### src/rtl/adc_avg_pkg.sv
// Shared widths and the FIFO entry payload for the ADC channel averager.
package adc_avg_pkg;

    localparam int unsigned ADC_DATA_W = 12;
    localparam int unsigned ADC_CH_W   = 5;

    typedef struct packed {
        logic [ADC_CH_W-1:0]   channel;
        logic [ADC_DATA_W-1:0] data;
    } fifo_entry_t;

endpackage

### src/rtl/adc_channel_averager_if.sv
// Sample input stream, clear control and averaged-result output stream.
interface adc_channel_averager_if;
    import adc_avg_pkg::*;

    logic                  response_valid;
    logic [ADC_CH_W-1:0]   response_channel;
    logic [ADC_DATA_W-1:0] response_data;
    logic                  response_startofpacket;
    logic                  response_endofpacket;
    logic                  avg_clear;
    logic                  avg_valid;
    logic                  avg_ready;
    logic [ADC_CH_W-1:0]   avg_channel;
    logic [ADC_DATA_W-1:0] avg_data;
    logic                  overflow_sticky;

    modport master (
        output response_valid, response_channel, response_data,
        output response_startofpacket, response_endofpacket,
        output avg_clear, avg_ready,
        input  avg_valid, avg_channel, avg_data, overflow_sticky
    );

    modport slave (
        input  response_valid, response_channel, response_data,
        input  response_startofpacket, response_endofpacket,
        input  avg_clear, avg_ready,
        output avg_valid, avg_channel, avg_data, overflow_sticky
    );

endinterface

### src/rtl/adc_avg_fifo.sv
// First-word-fall-through result FIFO; full/empty derive from an occupancy count.
module adc_avg_fifo
    import adc_avg_pkg::*;
#(
    parameter int unsigned DEPTH = 4
) (
    input  logic        clk,
    input  logic        rst_n,
    input  logic        clear_i,
    input  logic        push_i,
    input  fifo_entry_t din_i,
    input  logic        pop_i,
    output fifo_entry_t dout_o,
    output logic        empty_o,
    output logic        full_o
);

    localparam int unsigned PTR_W = (DEPTH > 1) ? $clog2(DEPTH) : 1;
    localparam int unsigned CNT_W = $clog2(DEPTH + 1);

    fifo_entry_t      mem_q [DEPTH];
    fifo_entry_t      mem_d [DEPTH];
    logic [PTR_W-1:0] wr_ptr_q, wr_ptr_d;
    logic [PTR_W-1:0] rd_ptr_q, rd_ptr_d;
    logic [CNT_W-1:0] count_q,  count_d;
    logic             do_push_c;
    logic             do_pop_c;

    assign empty_o = (count_q == '0);
    assign full_o  = (count_q == CNT_W'(DEPTH));
    assign dout_o  = mem_q[rd_ptr_q];

    // A full FIFO still takes a push when the head leaves in the same cycle.
    always_comb begin
        do_pop_c  = pop_i && !empty_o;
        do_push_c = push_i && (!full_o || do_pop_c);
        mem_d     = mem_q;
        wr_ptr_d  = wr_ptr_q;
        rd_ptr_d  = rd_ptr_q;
        count_d   = count_q;
        if (clear_i) begin
            wr_ptr_d = '0;
            rd_ptr_d = '0;
            count_d  = '0;
        end else begin
            if (do_push_c) begin
                mem_d[wr_ptr_q] = din_i;
                wr_ptr_d        = wr_ptr_q + PTR_W'(1);
            end
            if (do_pop_c) begin
                rd_ptr_d = rd_ptr_q + PTR_W'(1);
            end
            count_d = count_q + CNT_W'(do_push_c) - CNT_W'(do_pop_c);
        end
    end

    always_ff @(posedge clk or negedge rst_n) begin
        if (!rst_n) begin
            for (int i = 0; i < int'(DEPTH); i++) mem_q[i] <= '0;
            wr_ptr_q <= '0;
            rd_ptr_q <= '0;
            count_q  <= '0;
        end else begin
            mem_q    <= mem_d;
            wr_ptr_q <= wr_ptr_d;
            rd_ptr_q <= rd_ptr_d;
            count_q  <= count_d;
        end
    end

endmodule

### src/rtl/adc_channel_averager.sv
// Per-channel block averager: sums 2^LOG2_AVG samples per channel and queues the
// rounded mean into a small result FIFO.
module adc_channel_averager
    import adc_avg_pkg::*;
#(
    parameter int unsigned LOG2_AVG   = 4,
    parameter int unsigned NUM_CH     = 17,
    parameter int unsigned FIFO_DEPTH = 4
) (
    input  logic                   clock_clk,
    input  logic                   reset_sink_reset_n,
    adc_channel_averager_if.slave  bus
);

    localparam int unsigned ACC_W = ADC_DATA_W + LOG2_AVG;
    localparam int unsigned RND_W = ACC_W + 1;
    localparam int unsigned CNT_W = (LOG2_AVG > 0) ? LOG2_AVG : 1;
    localparam int unsigned LAST  = (1 << LOG2_AVG) - 1;
    localparam int unsigned RND   = (LOG2_AVG > 0) ? (1 << (LOG2_AVG - 1)) : 0;

    logic             rst_meta_q;
    logic             rst_n;
    logic [ACC_W-1:0] acc_q [NUM_CH];
    logic [ACC_W-1:0] acc_d [NUM_CH];
    logic [CNT_W-1:0] cnt_q [NUM_CH];
    logic [CNT_W-1:0] cnt_d [NUM_CH];
    logic             sticky_q, sticky_d;

    logic [ADC_CH_W-1:0]   sel_c;
    logic                  ch_ok_c;
    logic                  last_c;
    logic [ACC_W-1:0]      sum_c;
    logic [RND_W-1:0]      rnd_c;
    logic [ADC_DATA_W-1:0] avg_c;
    logic                  push_c;
    logic                  pop_c;
    logic                  drop_c;
    logic                  fifo_empty_c;
    logic                  fifo_full_c;
    fifo_entry_t           push_entry_c;
    fifo_entry_t           head_c;
    logic                  unused_c;

    // Asynchronous assert, two-flop synchronised release.
    always_ff @(posedge clock_clk or negedge reset_sink_reset_n) begin
        if (!reset_sink_reset_n) begin
            rst_meta_q <= 1'b0;
            rst_n      <= 1'b0;
        end else begin
            rst_meta_q <= 1'b1;
            rst_n      <= rst_meta_q;
        end
    end

    assign unused_c = ^{bus.response_startofpacket, bus.response_endofpacket};

    assign sel_c   = bus.response_channel;
    assign ch_ok_c = bus.response_valid && !bus.avg_clear && (32'(sel_c) < NUM_CH);
    assign last_c  = (cnt_q[sel_c] == CNT_W'(LAST));
    assign sum_c   = acc_q[sel_c] + ACC_W'(bus.response_data);
    // Mean of 12-bit samples with half-LSB rounding cannot exceed 4095.
    assign rnd_c   = RND_W'(sum_c) + RND_W'(RND);
    assign avg_c   = ADC_DATA_W'(rnd_c >> LOG2_AVG);

    assign push_c               = ch_ok_c && last_c;
    assign pop_c                = !fifo_empty_c && bus.avg_ready;
    assign drop_c               = push_c && fifo_full_c && !pop_c;
    assign push_entry_c.channel = sel_c;
    assign push_entry_c.data    = avg_c;

    always_comb begin
        acc_d    = acc_q;
        cnt_d    = cnt_q;
        sticky_d = sticky_q;
        if (bus.avg_clear) begin
            acc_d    = '{default: '0};
            cnt_d    = '{default: '0};
            sticky_d = 1'b0;
        end else begin
            // The Nth sample restarts the channel even when its result is dropped.
            if (ch_ok_c) begin
                if (last_c) begin
                    acc_d[sel_c] = '0;
                    cnt_d[sel_c] = '0;
                end else begin
                    acc_d[sel_c] = sum_c;
                    cnt_d[sel_c] = cnt_q[sel_c] + CNT_W'(1);
                end
            end
            if (drop_c) sticky_d = 1'b1;
        end
    end

    always_ff @(posedge clock_clk or negedge rst_n) begin
        if (!rst_n) begin
            for (int i = 0; i < int'(NUM_CH); i++) begin
                acc_q[i] <= '0;
                cnt_q[i] <= '0;
            end
            sticky_q <= 1'b0;
        end else begin
            acc_q    <= acc_d;
            cnt_q    <= cnt_d;
            sticky_q <= sticky_d;
        end
    end

    adc_avg_fifo #(
        .DEPTH (FIFO_DEPTH)
    ) u_fifo (
        .clk     (clock_clk),
        .rst_n   (rst_n),
        .clear_i (bus.avg_clear),
        .push_i  (push_c),
        .din_i   (push_entry_c),
        .pop_i   (pop_c),
        .dout_o  (head_c),
        .empty_o (fifo_empty_c),
        .full_o  (fifo_full_c)
    );

    assign bus.avg_valid       = !fifo_empty_c;
    assign bus.avg_channel     = head_c.channel;
    assign bus.avg_data        = head_c.data;
    assign bus.overflow_sticky = sticky_q;

endmodule

### src/flat_wrapper.sv
// flat-port wrapper written by rule: the top's interface ports become plain ports
module adc_channel_averager_flat import adc_avg_pkg::*;
#(
    parameter int unsigned LOG2_AVG   = 4,
    parameter int unsigned NUM_CH     = 17,
    parameter int unsigned FIFO_DEPTH = 4
)
  (clock_clk, reset_sink_reset_n, bus_response_valid, bus_response_channel, bus_response_data, bus_response_startofpacket, bus_response_endofpacket, bus_avg_clear, bus_avg_ready, bus_avg_valid, bus_avg_channel, bus_avg_data, bus_overflow_sticky);
  adc_channel_averager_if bus_i ();
  input  logic clock_clk;
  input  logic reset_sink_reset_n;
  input wire logic [$bits(bus_i.response_valid)-1:0] bus_response_valid;
  input wire logic [$bits(bus_i.response_channel)-1:0] bus_response_channel;
  input wire logic [$bits(bus_i.response_data)-1:0] bus_response_data;
  input wire logic [$bits(bus_i.response_startofpacket)-1:0] bus_response_startofpacket;
  input wire logic [$bits(bus_i.response_endofpacket)-1:0] bus_response_endofpacket;
  input wire logic [$bits(bus_i.avg_clear)-1:0] bus_avg_clear;
  input wire logic [$bits(bus_i.avg_ready)-1:0] bus_avg_ready;
  output wire logic [$bits(bus_i.avg_valid)-1:0] bus_avg_valid;
  output wire logic [$bits(bus_i.avg_channel)-1:0] bus_avg_channel;
  output wire logic [$bits(bus_i.avg_data)-1:0] bus_avg_data;
  output wire logic [$bits(bus_i.overflow_sticky)-1:0] bus_overflow_sticky;
  assign bus_i.response_valid = bus_response_valid;
  assign bus_i.response_channel = bus_response_channel;
  assign bus_i.response_data = bus_response_data;
  assign bus_i.response_startofpacket = bus_response_startofpacket;
  assign bus_i.response_endofpacket = bus_response_endofpacket;
  assign bus_i.avg_clear = bus_avg_clear;
  assign bus_i.avg_ready = bus_avg_ready;
  assign bus_avg_valid = bus_i.avg_valid;
  assign bus_avg_channel = bus_i.avg_channel;
  assign bus_avg_data = bus_i.avg_data;
  assign bus_overflow_sticky = bus_i.overflow_sticky;
  adc_channel_averager #(.LOG2_AVG(LOG2_AVG), .NUM_CH(NUM_CH), .FIFO_DEPTH(FIFO_DEPTH)) u_core (.clock_clk(clock_clk), .reset_sink_reset_n(reset_sink_reset_n), .bus(bus_i));
endmodule
### config.mk
export PLATFORM = sky130hd
export DESIGN_NAME = adc_channel_averager_flat
export DESIGN_NICKNAME = d
export VERILOG_FILES = /design/src/rtl/adc_avg_pkg.sv /design/src/rtl/adc_channel_averager_if.sv /design/src/rtl/adc_avg_fifo.sv /design/src/rtl/adc_channel_averager.sv /design/src/flat_wrapper.sv
export SDC_FILE = /design/constraint.sdc
export NUM_CORES = 1
export LEC_CHECK = 0
export CAP_MARGIN = 20
export CORE_MARGIN = 2
export CORE_UTILIZATION = 60
export CTS_BUF_LIST = sky130_fd_sc_hd__clkbuf_2
export DETAILED_ROUTE_END_ITERATION = 7
export PLACE_DENSITY = 0.77
export SYNTH_ARGS = -nofsm -noshare
export SYNTH_HDL_FRONTEND = slang
export SYNTH_SLANG_ARGS = --single-unit
### constraint.sdc
create_clock -name clock_clk -period 23.4 [get_ports clock_clk]
set_input_delay 4.68 -clock clock_clk [delete_from_list [all_inputs] [get_ports clock_clk]]
set_output_delay 4.68 -clock clock_clk [all_outputs]
set_load 0.05 [all_outputs]
==> summary.md <==
| Metric | Value |
|---|---|
| Status | `finished, final reports clean` |
| Period Utilization, post-route | `0.414` |
| Non-filler cells, final | `~2200` |
| Most common cell in the netlist | `dfrtp_1` |
| Number of synthesized flops with an enable pin | `0` |
| DRT Pass-1 Iters | `6` |
| Final Setup Violations | `0` |
| Clock Pin Slew Worst Setup and Hold Paths | `0.11 ns` |
| DRC Markers | `0` |
| Period minus WS final | `~9.7 ns` |
| Die Span X | `around 180 um` |
| Syn. warnings | `0` |
| Hold Buf Count CTS | `0` |
| Core Area | `31700 um^2` |
| Clk Latency, worst-skew pair | `1.03 ns` |
| Clock sink total | `418` |
| Final core utilization | `0.662` |
| First-pass GRT wire length | `82600 um` |
| Origin of the critical flop-to-flop path | `u_core.acc_q[85]` |
| Htree depth | `3` |
| HPWL after detailed placement | `33200 um` |
| Distinct cells, synth | `between 60 and 70` |
| Dpl cells | `around 2100` |
| # resized after CTS | `0` |
| Share of layout cells above drive strength 1 | `0.188` |
| TNS Setup | `0 ns` |
| Starting density of the core | `0.613` |
| Kind of critical path | `in2reg` |
| Die height | `between 150 and 200 um` |
| Area Overhead vs Synth | `7.99%` |
| Initial drt markers | `between 1000 and 1500` |
| Post-synth top flop | `dfrtp_1` |
| Post-DR vias/cell | `around 6.6` |
| Synthesized area per cell | `about 11 um^2` |
| Synth Register Bits | `418` |
| CTS tree | `built` |
| CP startpoint | `bus_response_channel[0]` |
| Grt ovf | `0` |
| Worst Path Arrival | `~11 ns` |
| Reg2reg setup slack | `about 18 ns` |
| Critical Path Sink Type | `flop` |
| Slew of the pin with the lowest slew margin | `1.25 ns` |
| Max frequency | `103 MHz` |
| Worst min path class | `reg2async` |
| Hold Violations, Final | `0` |
| Synth top area cells | `dfrtp_1 54%, mux4_2 11%, o21ai_0 7.2%, nand2_1 5.9%, a22o_1 4.5%` |
| Die area | `roughly 34000 um^2` |
| Row cnt | `65` |
| CP Launch Type | `primary input` |
| Synthesized Nets | `between 1500 and 2000` |
| Worst Path Required | `between 20 and 25 ns` |
| Antenna violations before repair | `2` |
| PwrDens | `between 60 and 70 nW/um^2` |
| Worst vdd ir | `around 0.000044 V` |
| Routed Antenna Nets | `0` |
| CTS Root Cell | `clkbuf_2` |
| Cells on worst reg2reg path | `15` |
| Clock Path Buffers | `3` |
| Maxcap violations | `0` |
| Final slew viol count | `0` |
| Unrepaired setup endpoints after global routing | `false` |
| Mapped Area | `about 19000 um^2` |
| Nets | `around 1800` |
| Yosys top cell area share | `0.538` |
| Leak | `between 9 and 10 nW` |
| Total Wirelength | `approximately 52000 um` |
| CP Max Fanout | `between 50 and 60` |
| CP Capture Point | `u_core.u_fifo.mem_q[28]` |
| Post-DR wirelength/cell | `about 23 um` |
| FFs w/ async S/R, synth | `1.00` |
| PortBufs | `40` |
| Crit path top cell by count | `nor2_1` |
| Sequential share of the synthesized area | `0.538` |
| Largest net degree at the start of global routing | `between 80 and 90` |
| GRT Total Usage | `0.322` |
| Top Ports | `43` |
| Critical R2R Capture | `u_core.u_fifo.mem_q[28]` |
| Total power | `about 1.3 mW` |
| Vias | `about 15000` |
| Max incr delay on CP | `about 0.7 ns` |
| Setup WS pre-CTS | `between 10 and 15 ns` |
| Mapped Cells | `1728` |
| List of most frequent post-synthesis cells | `418 x dfrtp_1, 307 x nand2_1, 279 x o21ai_0` |
| Final Skew | `0.0787 ns` |
| Setup WS post-layout | `approximately 14 ns` |
| Num CTS Buffers | `104` |
| Critical path's slowest cell | `buf_4` |
| Routability-driven placement congestion ratio | `between 0.9 and 1` |
| Post-CTS Repair Setup Buffers | `0` |
| Crit-path cells | `buf_6 > buf_4 > mux4_2 > mux2i_1 > nor2_1 > a21oi_1 > o21ai_0 > ha_1 > nor3_1 > nor2_1 > and3_1 > nor2_1 > nand3_1 > nor4b_2 > o31ai_2 > xnor2_1 > mux2_1` |
| Relative slew margins | `0.165` |
| Vias in the first global route | `around 15000` |
| Largest area contributor in the netlist | `dfrtp_1` |
==> worst max-delay path: cells and delay by family <==
family                     cells  cell delay (ns)
buffers and inverters          2             1.27
xor gates and xnor gates       1             0.24
AOI/OAI and AO/OA              3             0.51
and+or+nand+nor                7             2.25
adders and majority gates      1             0.41
muxes                          3             1.12
==> area by class of cell <==
cell class / count / area (um^2)
fill: 2410 / 10700
sequential: 418 / 10500
multi-input combinational: 1158 / 8340
timing repair buffer: 80 / 752
clock buffer: 149 / 746
tap: 402 / 503
clock inverter: 25 / 130
inverter: 10 / 37.5
antenna: 3 / 7.51
==> metal layers <==
layer | vias up | track usage | routed length, um
met5 | - | 0 | 0
met2 | 779 | 0.501 | 24700
met3 | 142 | 0.0884 | 5040
met4 | 0 | 0.133 | 1790
met1 | 7509 | 0.434 | 20900
li1 | 6363 | - | -
==> worst min-delay path by stage <==
stage | start | end | slack [ns]
finish | u_core.rst_n | u_core.acc_q[160] | 0.35
global route | u_core.rst_meta_q | u_core.rst_n | 0.37
CTS | u_core.rst_n | u_core.acc_q[252] | 0.36
detailed placement | u_core.rst_meta_q | u_core.rst_n | 0.34
global placement | u_core.rst_meta_q | u_core.rst_n | 0.34
floorplan | u_core.rst_meta_q | u_core.rst_n | 0.33
==> power by group <==
part	internal [mW]	switching (mW)	leakage, nW	total, mW
clock network	0.179	0.292	0.681	0.471
logic	0.0213	0.0620	3.04	0.0834
registers	0.724	0.00247	5.83	0.726
total	0.924	0.356	9.55	1.28
==> sequential cells by signal (all words and copies together) (netlist names) <==
signal	flops
u_core.u_fifo.wr_ptr_q	2
u_core.u_fifo.count_q	3
u_core.u_fifo.mem_q	68
u_core.acc_q	272
u_core.u_fifo.rd_ptr_q	2
u_core.bus.overflow_sticky	1
u_core.cnt_q	68
u_core.rst_n	1
u_core.rst_meta_q	1
==> cells in the final DEF (no fill, tap or decap), types with 4 or more instances in the layout <==
master           synthesis  layout
nand3_1                 27      27
mux2i_1                 21      21
nor2b_1                  7       7
inv_1                   10      10
o21ai_0                279     279
nand2b_1                 6       6
clkinv_2                 0       5
clkinv_1                 0      18
buf_4                    4      35
nor2_1                  61      61
mux4_2                  97      97
nor3b_1                  5       5
xnor2_1                 17      17
mux2_1                   4       4
a22oi_1                 17      17
nand3b_1                16      16
and3_1                  12      12
mux2_2                  28      28
nor3_1                   9       9
nand2_1                307     307
ha_1                    20      20
and2_1                   4       4
xor2_1                  12      12
clkdlybuf4s50_1          0      36
a21o_1                   8       8
clkbuf_2                 0     149
a21oi_2                  0       6
a22o_1                  99      99
a21oi_1                 53      47
dfrtp_1                418     417
==> logic make-up (layout without fill, tap and decap cells) <==
kind of cell,after synthesis,count (layout),share of synthesized area
buffers and inverters,152,264,0.0334
other,1,4,0.000193
AO/OA/AOI/OAI,481,481,0.151
AND/OR/NAND/NOR,475,475,0.107
XOR/XNOR,29,29,0.0131
adder cells (fa/ha/maj),22,22,0.0149
multiplexers,150,150,0.142
flip-flops,418,418,0.538
==> metrics by stage <==
step | cell area (um^2) | hold slack, ns
CTS | 20900 | 0.356
finish | 21000 | 0.348
global placement | 20000 | 0.337
global route | 21000 | 0.369
floorplan | 19400 | 0.331
detailed placement | 20000 | 0.340
Note: power is estimated with default switching activity, not from simulation.
